[config.mk]
export PLATFORM = sky130hd
export DESIGN_NAME = multicycle_control_fsm
export DESIGN_NICKNAME = d
export VERILOG_FILES = /design/src/rtl/multicycle_control_fsm.sv
export SDC_FILE = /design/constraint.sdc
export NUM_CORES = 1
export LEC_CHECK = 0
export CAP_MARGIN = 20
export CORE_MARGIN = 3
export CORE_UTILIZATION = 49
export DETAILED_ROUTE_END_ITERATION = 16
export PLACE_DENSITY = 0.93
export SLEW_MARGIN = 5
export SYNTH_ARGS = -nofsm -noshare
export SYNTH_HDL_FRONTEND = slang
export SYNTH_SLANG_ARGS = --single-unit
[constraint.sdc]
create_clock -name clk -period 2.2 [get_ports clk]
set_input_delay 0.33 -clock clk [delete_from_list [all_inputs] [get_ports clk]]
set_output_delay 0.33 -clock clk [all_outputs]
set_load 0.05 [all_outputs]
[src/rtl/multicycle_control_fsm.sv]
// Main control FSM for the shared multicycle RV32I-subset datapath.
// Sequences fetch/decode/execute/memory/writeback, stalls on mem_ready, counts retired instructions.
//
// state  | meaning
// -------+-----------------------------------------------------------
// FETCH  | read instruction at PC, load IR/oldPC, PC <= PC+4
// DECODE | read registers, ALU computes branch target oldPC+imm
// MEMADR | ALU computes load/store address regA+imm
// MEMRD  | load access at ALUOut, waits for mem_ready
// MEMWB  | write loaded Data into rd
// MEMWR  | store access at ALUOut, strobe held until mem_ready
// EXER   | R-type ALU operation regA op regB
// ALUWB  | write ALUOut into rd
// EXEI   | I-type ALU operation regA op imm
// BEQ    | compare regA-regB, PC <= ALUOut (target) when zero
// JAL    | PC <= target, ALU computes oldPC+4 for the link
// LUI    | ALU computes 0 + U-immediate

module multicycle_control_fsm #(
   parameter int CNT_W = 32
) (
   input  logic             clk,
   input  logic             reset,
   input  logic [6:0]       opcode,
   input  logic             zero,
   input  logic             mem_ready,
   output logic             pc_write,
   output logic             adr_src,
   output logic             mem_write,
   output logic             ir_write,
   output logic             reg_write,
   output logic [1:0]       result_src,
   output logic [1:0]       alu_src_a,
   output logic [1:0]       alu_src_b,
   output logic [1:0]       alu_op,
   output logic             illegal,
   output logic [3:0]       state,
   output logic [CNT_W-1:0] retired
);

   typedef enum logic [3:0] {
      S_FETCH  = 4'd0,
      S_DECODE = 4'd1,
      S_MEMADR = 4'd2,
      S_MEMRD  = 4'd3,
      S_MEMWB  = 4'd4,
      S_MEMWR  = 4'd5,
      S_EXER   = 4'd6,
      S_ALUWB  = 4'd7,
      S_EXEI   = 4'd8,
      S_BEQ    = 4'd9,
      S_JAL    = 4'd10,
      S_LUI    = 4'd11
   } state_t;

   localparam logic [6:0] OP_LOAD  = 7'b0000011;
   localparam logic [6:0] OP_STORE = 7'b0100011;
   localparam logic [6:0] OP_RTYPE = 7'b0110011;
   localparam logic [6:0] OP_ITYPE = 7'b0010011;
   localparam logic [6:0] OP_BEQ   = 7'b1100011;
   localparam logic [6:0] OP_JAL   = 7'b1101111;
   localparam logic [6:0] OP_LUI   = 7'b0110111;

   localparam logic [1:0] RES_ALUOUT = 2'b00;
   localparam logic [1:0] RES_DATA   = 2'b01;
   localparam logic [1:0] RES_ALU    = 2'b10;

   localparam logic [1:0] A_PC    = 2'b00;
   localparam logic [1:0] A_OLDPC = 2'b01;
   localparam logic [1:0] A_REGA  = 2'b10;
   localparam logic [1:0] A_ZERO  = 2'b11;

   localparam logic [1:0] B_REGB  = 2'b00;
   localparam logic [1:0] B_IMM   = 2'b01;
   localparam logic [1:0] B_FOUR  = 2'b10;
   localparam logic [1:0] B_UIMM  = 2'b11;

   localparam logic [1:0] OP_ADD  = 2'b00;
   localparam logic [1:0] OP_SUB  = 2'b01;
   localparam logic [1:0] OP_FUNC = 2'b10;

   state_t state_q;
   state_t state_d;
   logic   pc_update;
   logic   branch;
   logic   retire;

   always_ff @(posedge clk) begin
      if (reset) begin
         state_q <= S_FETCH;
         retired <= '0;
      end else begin
         state_q <= state_d;
         if (retire) begin
            retired <= retired + CNT_W'(1);
         end
      end
   end

   always_comb begin
      state_d    = S_FETCH;
      pc_update  = 1'b0;
      branch     = 1'b0;
      retire     = 1'b0;
      adr_src    = 1'b0;
      mem_write  = 1'b0;
      ir_write   = 1'b0;
      reg_write  = 1'b0;
      result_src = RES_ALUOUT;
      alu_src_a  = A_PC;
      alu_src_b  = B_REGB;
      alu_op     = OP_ADD;
      illegal    = 1'b0;

      case (state_q)
         S_FETCH: begin
            alu_src_b  = B_FOUR;
            result_src = RES_ALU;
            if (mem_ready) begin
               ir_write  = 1'b1;
               pc_update = 1'b1;
               state_d   = S_DECODE;
            end else begin
               state_d   = S_FETCH;
            end
         end
         S_DECODE: begin
            alu_src_a = A_OLDPC;
            alu_src_b = B_IMM;
            case (opcode)
               OP_LOAD, OP_STORE: state_d = S_MEMADR;
               OP_RTYPE:          state_d = S_EXER;
               OP_ITYPE:          state_d = S_EXEI;
               OP_BEQ:            state_d = S_BEQ;
               OP_JAL:            state_d = S_JAL;
               OP_LUI:            state_d = S_LUI;
               default: begin
                  illegal = 1'b1;
                  state_d = S_FETCH;
               end
            endcase
         end
         S_MEMADR: begin
            alu_src_a = A_REGA;
            alu_src_b = B_IMM;
            state_d   = (opcode == OP_LOAD) ? S_MEMRD : S_MEMWR;
         end
         S_MEMRD: begin
            adr_src = 1'b1;
            state_d = mem_ready ? S_MEMWB : S_MEMRD;
         end
         S_MEMWB: begin
            result_src = RES_DATA;
            reg_write  = 1'b1;
            retire     = 1'b1;
            state_d    = S_FETCH;
         end
         S_MEMWR: begin
            adr_src   = 1'b1;
            mem_write = 1'b1;
            retire    = mem_ready;
            state_d   = mem_ready ? S_FETCH : S_MEMWR;
         end
         S_EXER: begin
            alu_src_a = A_REGA;
            alu_src_b = B_REGB;
            alu_op    = OP_FUNC;
            state_d   = S_ALUWB;
         end
         S_EXEI: begin
            alu_src_a = A_REGA;
            alu_src_b = B_IMM;
            alu_op    = OP_FUNC;
            state_d   = S_ALUWB;
         end
         S_LUI: begin
            alu_src_a = A_ZERO;
            alu_src_b = B_UIMM;
            state_d   = S_ALUWB;
         end
         S_ALUWB: begin
            reg_write = 1'b1;
            retire    = 1'b1;
            state_d   = S_FETCH;
         end
         S_BEQ: begin
            alu_src_a = A_REGA;
            alu_src_b = B_REGB;
            alu_op    = OP_SUB;
            branch    = 1'b1;
            retire    = 1'b1;
            state_d   = S_FETCH;
         end
         S_JAL: begin
            // The link value oldPC+4 is formed here and written back in ALUWB.
            alu_src_a = A_OLDPC;
            alu_src_b = B_FOUR;
            pc_update = 1'b1;
            state_d   = S_ALUWB;
         end
         default: begin
            state_d = S_FETCH;
         end
      endcase
   end

   assign pc_write = pc_update | (branch & zero);
   assign state    = state_q;

endmodule

==> impl_metrics.json <==
{
  "worstHoldPathType": "reg2reg",
  "cts_tree": "done",
  "gr-usage-met3_pct": 4.865,
  "fp.dieW_um": 74.15,
  "synth.area.mux_share_pct": 2.914,
  "p_sw_share_pct": 26.43,
  "power_switching_mw": 0.3576,
  "rsz0062_at_grt": "false",
  "dr.pass1.iters": 4,
  "wl_per_cell_um": 15.87,
  "use_met1_pct": 30.21,
  "dpl.hpwl_um": 4748,
  "cts_made_buffers": 5,
  "required_ns": 1.87,
  "max_slew.worst_pin.slew_ns": 0.5227,
  "rows": 24,
  "cp_data_arrival_time_ns": 1.75,
  "root_buffer": "clkbuf_8",
  "yosysWarnings": 0,
  "clk_pin_slew_ns": 0.07,
  "routed_via_density": 5.963,
  "yosysTopAreaCellShare_pct": 31.67,
  "synth_simple_gate_area_share_pct": 32.71,
  "end_kind": "output port",
  "hold_viol_final": 0,
  "areaGrowthSynthToFinish_pct": 44.64,
  "grt_pass1_wl_um": 10450,
  "io_buffers": 60,
  "critPathMaxFanout": 12,
  "p_int_mw": 0.9957,
  "power_frac_seq_pct": 48.6,
  "syn-cell-area_um2": 2276,
  "drt_wl_total_um": 6426,
  "synth_seq_cells": 36,
  "grt-busiest-layer": "met2",
  "synth_cell_type_count": 56,
  "worst-setup-path-type": "reg2out",
  "drive_above_1_share_pct": 22.10,
  "leakage_nw": 1.257,
  "synth_edf_count": 0,
  "io_pins": 61,
  "syn_inst": 283,
  "synth_compound_area_share_pct": 19.30,
  "grt_antenna_before_repair": 0,
  "clockBufferDepth": 2,
  "setup_tns_ns": 0,
  "vias": 2415,
  "finalSetupViolations": 0,
  "drc": 0,
  "final_cells": 405,
  "gp_congestion": 0.8560,
  "dieHeight_um": 74.15,
  "start_util_pct": 51.56,
  "max_freq_ghz": 0.4817,
  "numClockSinks": 36,
  "outcome": "finished, final reports clean",
  "synth_area_leader_cell": "dfxtp_1",
  "htree_num_levels": 2,
  "fin_crit_sh_pct": 94.37,
  "comb_power_share_pct": 14.9,
  "postRouteAntennaNets": 0,
  "gr-total-overflow": 0,
  "clock_power_share_pct": 36.5,
  "async_flop_share_pct": 0,
  "power_density_nw_per_um2": 411.1,
  "synth-xor-area-share_pct": 7.312,
  "fin_hold_ws_ns": 0.5020,
  "first_iter_violations": 188,
  "grtUsageTotal_pct": 24.24,
  "synth-adder-area-share_pct": 0.5498,
  "ir_worst_vdd_mv": 0.2064,
  "n_antenna_cell": 0,
  "seq_area_frac_synth_pct": 31.67,
  "grt.met2_usage_pct": 41.34,
  "finalMaxSlewViolations": 0,
  "grt_pass1_vias": 2264,
  "final_nets": 364,
  "place_ws_ns": -0.09145,
  "max_slew_margin_pct": 65.05,
  "dieArea_um2": 5498,
  "critPathLaunchType": "register",
  "synth_ff_type": "dfxtp_1",
  "finClkSkew_ns": 0.005235,
  "core_um2": 4414,
  "fin_crit_ns": 2.076,
  "worst_slack_ns": 0.1240,
  "synth_area_leaders": "dfxtp_1 32%, xor2_1 6.5%, nor2_1 6.3%, o21ai_0 3.5%, a21oi_1 3.3%",
  "dp_cells": 397,
  "syn_nets": 295,
  "ctsHoldBuffers": 0,
  "synth_top_family_by_area": "simple AND/OR/NAND/NOR gates",
  "grt_max_degree": 20,
  "avgSynthCellArea_um2": 8.042,
  "cap_violations": 0,
  "clk_latency_ns": 0.29
}
## final timing paths
check	startpoint	end	slack, ns	cells past startpoint
setup / recovery	state[0]$_SDFF_PP0_	state[0]	0.12	2
hold / removal	retired[31]$_SDFFE_PP0P_	retired[31]$_SDFFE_PP0P_	0.50	2
setup reg to reg	state[3]$_SDFF_PP0_	retired[24]$_SDFFE_PP0P_	0.21	6
hold reg to reg	retired[31]$_SDFFE_PP0P_	retired[31]$_SDFFE_PP0P_	0.50	2
## metrics by stage
step           power (mW)  cell area, µm²  utilization (%)
2_1_floorplan      0.7839            2341                -
3_3_place_gp       0.8666            3172            71.85
3_5_place_dp       0.8711            3172            71.85
4_1_cts             1.353            3271            74.09
5_1_grt             1.396            3292            74.57
6_report            1.353            3292            74.57
## state kept, by name, summed over array words and instances, names as in the netlist
name     count
retired     32
state        4
## power by group through the flow
stage	clock network, mW	registers (mW)	logic, mW
2_1_floorplan	0	0.676	0.108
3_3_place_gp	0	0.673	0.194
3_5_place_dp	0	0.673	0.198
6_report	0.494	0.658	0.201
4_1_cts	0.495	0.658	0.200
5_1_grt	0.525	0.658	0.213
## area by class of cell
class                           instances  area, µm²
Multi-Input combinational cell        219       1510
Fill cell                             292       1122
Timing Repair Buffer                   81      864.6
Sequential cell                        36      728.2
Clock buffer                            8      90.09
Tap cell                               52      65.06
Inverter                                9      33.78
## layer usage
| layer | vias up | wire length, µm |
|---|---|---|
| met2 | 97 | 3173 |
| met3 | 10 | 435 |
| met5 | - | 0 |
| met1 | 1139 | 2709 |
| met4 | 0 | 107 |
| li1 | 1169 | - |
## layout by cell type (no fill, tap or decap), types with 3 or more instances in the layout
cell type | Yosys | layout
or3_1 | 8 | 8
mux2_2 | 5 | 5
buf_12 | 0 | 11
xor2_1 | 17 | 17
dfxtp_2 | 0 | 3
a21oi_2 | 0 | 3
and3_1 | 10 | 9
clkdlybuf4s50_1 | 0 | 41
nand4_1 | 8 | 8
nand3_1 | 5 | 5
and4_1 | 5 | 5
nor2b_1 | 6 | 6
o2111ai_1 | 6 | 6
o21ai_0 | 16 | 15
inv_1 | 8 | 8
nor2_1 | 38 | 36
dlymetal6s2s_1 | 0 | 3
o211ai_1 | 9 | 9
buf_4 | 4 | 25
nand2_1 | 18 | 18
or4_1 | 3 | 3
clkbuf_8 | 0 | 6
nor4_4 | 2 | 3
nor3_1 | 6 | 4
dfxtp_1 | 36 | 32
a21oi_1 | 15 | 12
## critical path: stages, from the launching register on
cell and delay, ns:
dfxtp_4 0.41, buf_4 0.22, clkdlybuf4s50_1 0.82
## synth_stat cells (all sizes together) (2+ instances only)
| cell | n |
|---|---|
| a21oi | 15 |
| nor4 | 6 |
| nand4 | 10 |
| nand2b | 4 |
| nor2b | 6 |
| o211a | 2 |
| and4 | 5 |
| o21a | 2 |
| nand3 | 6 |
| inv | 9 |
| mux2 | 5 |
| nor3 | 6 |
| nor3b | 2 |
| o211ai | 9 |
| and2 | 3 |
| and3 | 10 |
| buf | 9 |
| or3 | 8 |
| xnor2 | 2 |
| o2111ai | 7 |
| clkbuf | 10 |
| nand2 | 18 |
| o21ai | 19 |
| o22ai | 2 |
| dfxtp | 36 |
| nor2 | 38 |
| xor2 | 17 |
| or4 | 3 |
## timing repair
action | 4_1_cts | 5_1_grt
setup endpoints to repair | 2 | 4
resized for setup | 3 | 9
pin swaps | 1 | 1
setup buffers | 0 | 0
## cells by family after synthesis
family | after synthesis
XOR/XNOR | 19
flip-flops | 36
AO/OA/AOI/OAI | 65
multiplexers | 6
AND/OR/NAND/NOR | 128
adder cells (fa/ha/maj) | 1
buffers and inverters | 28
Note: power is estimated with default switching activity, not from simulation.
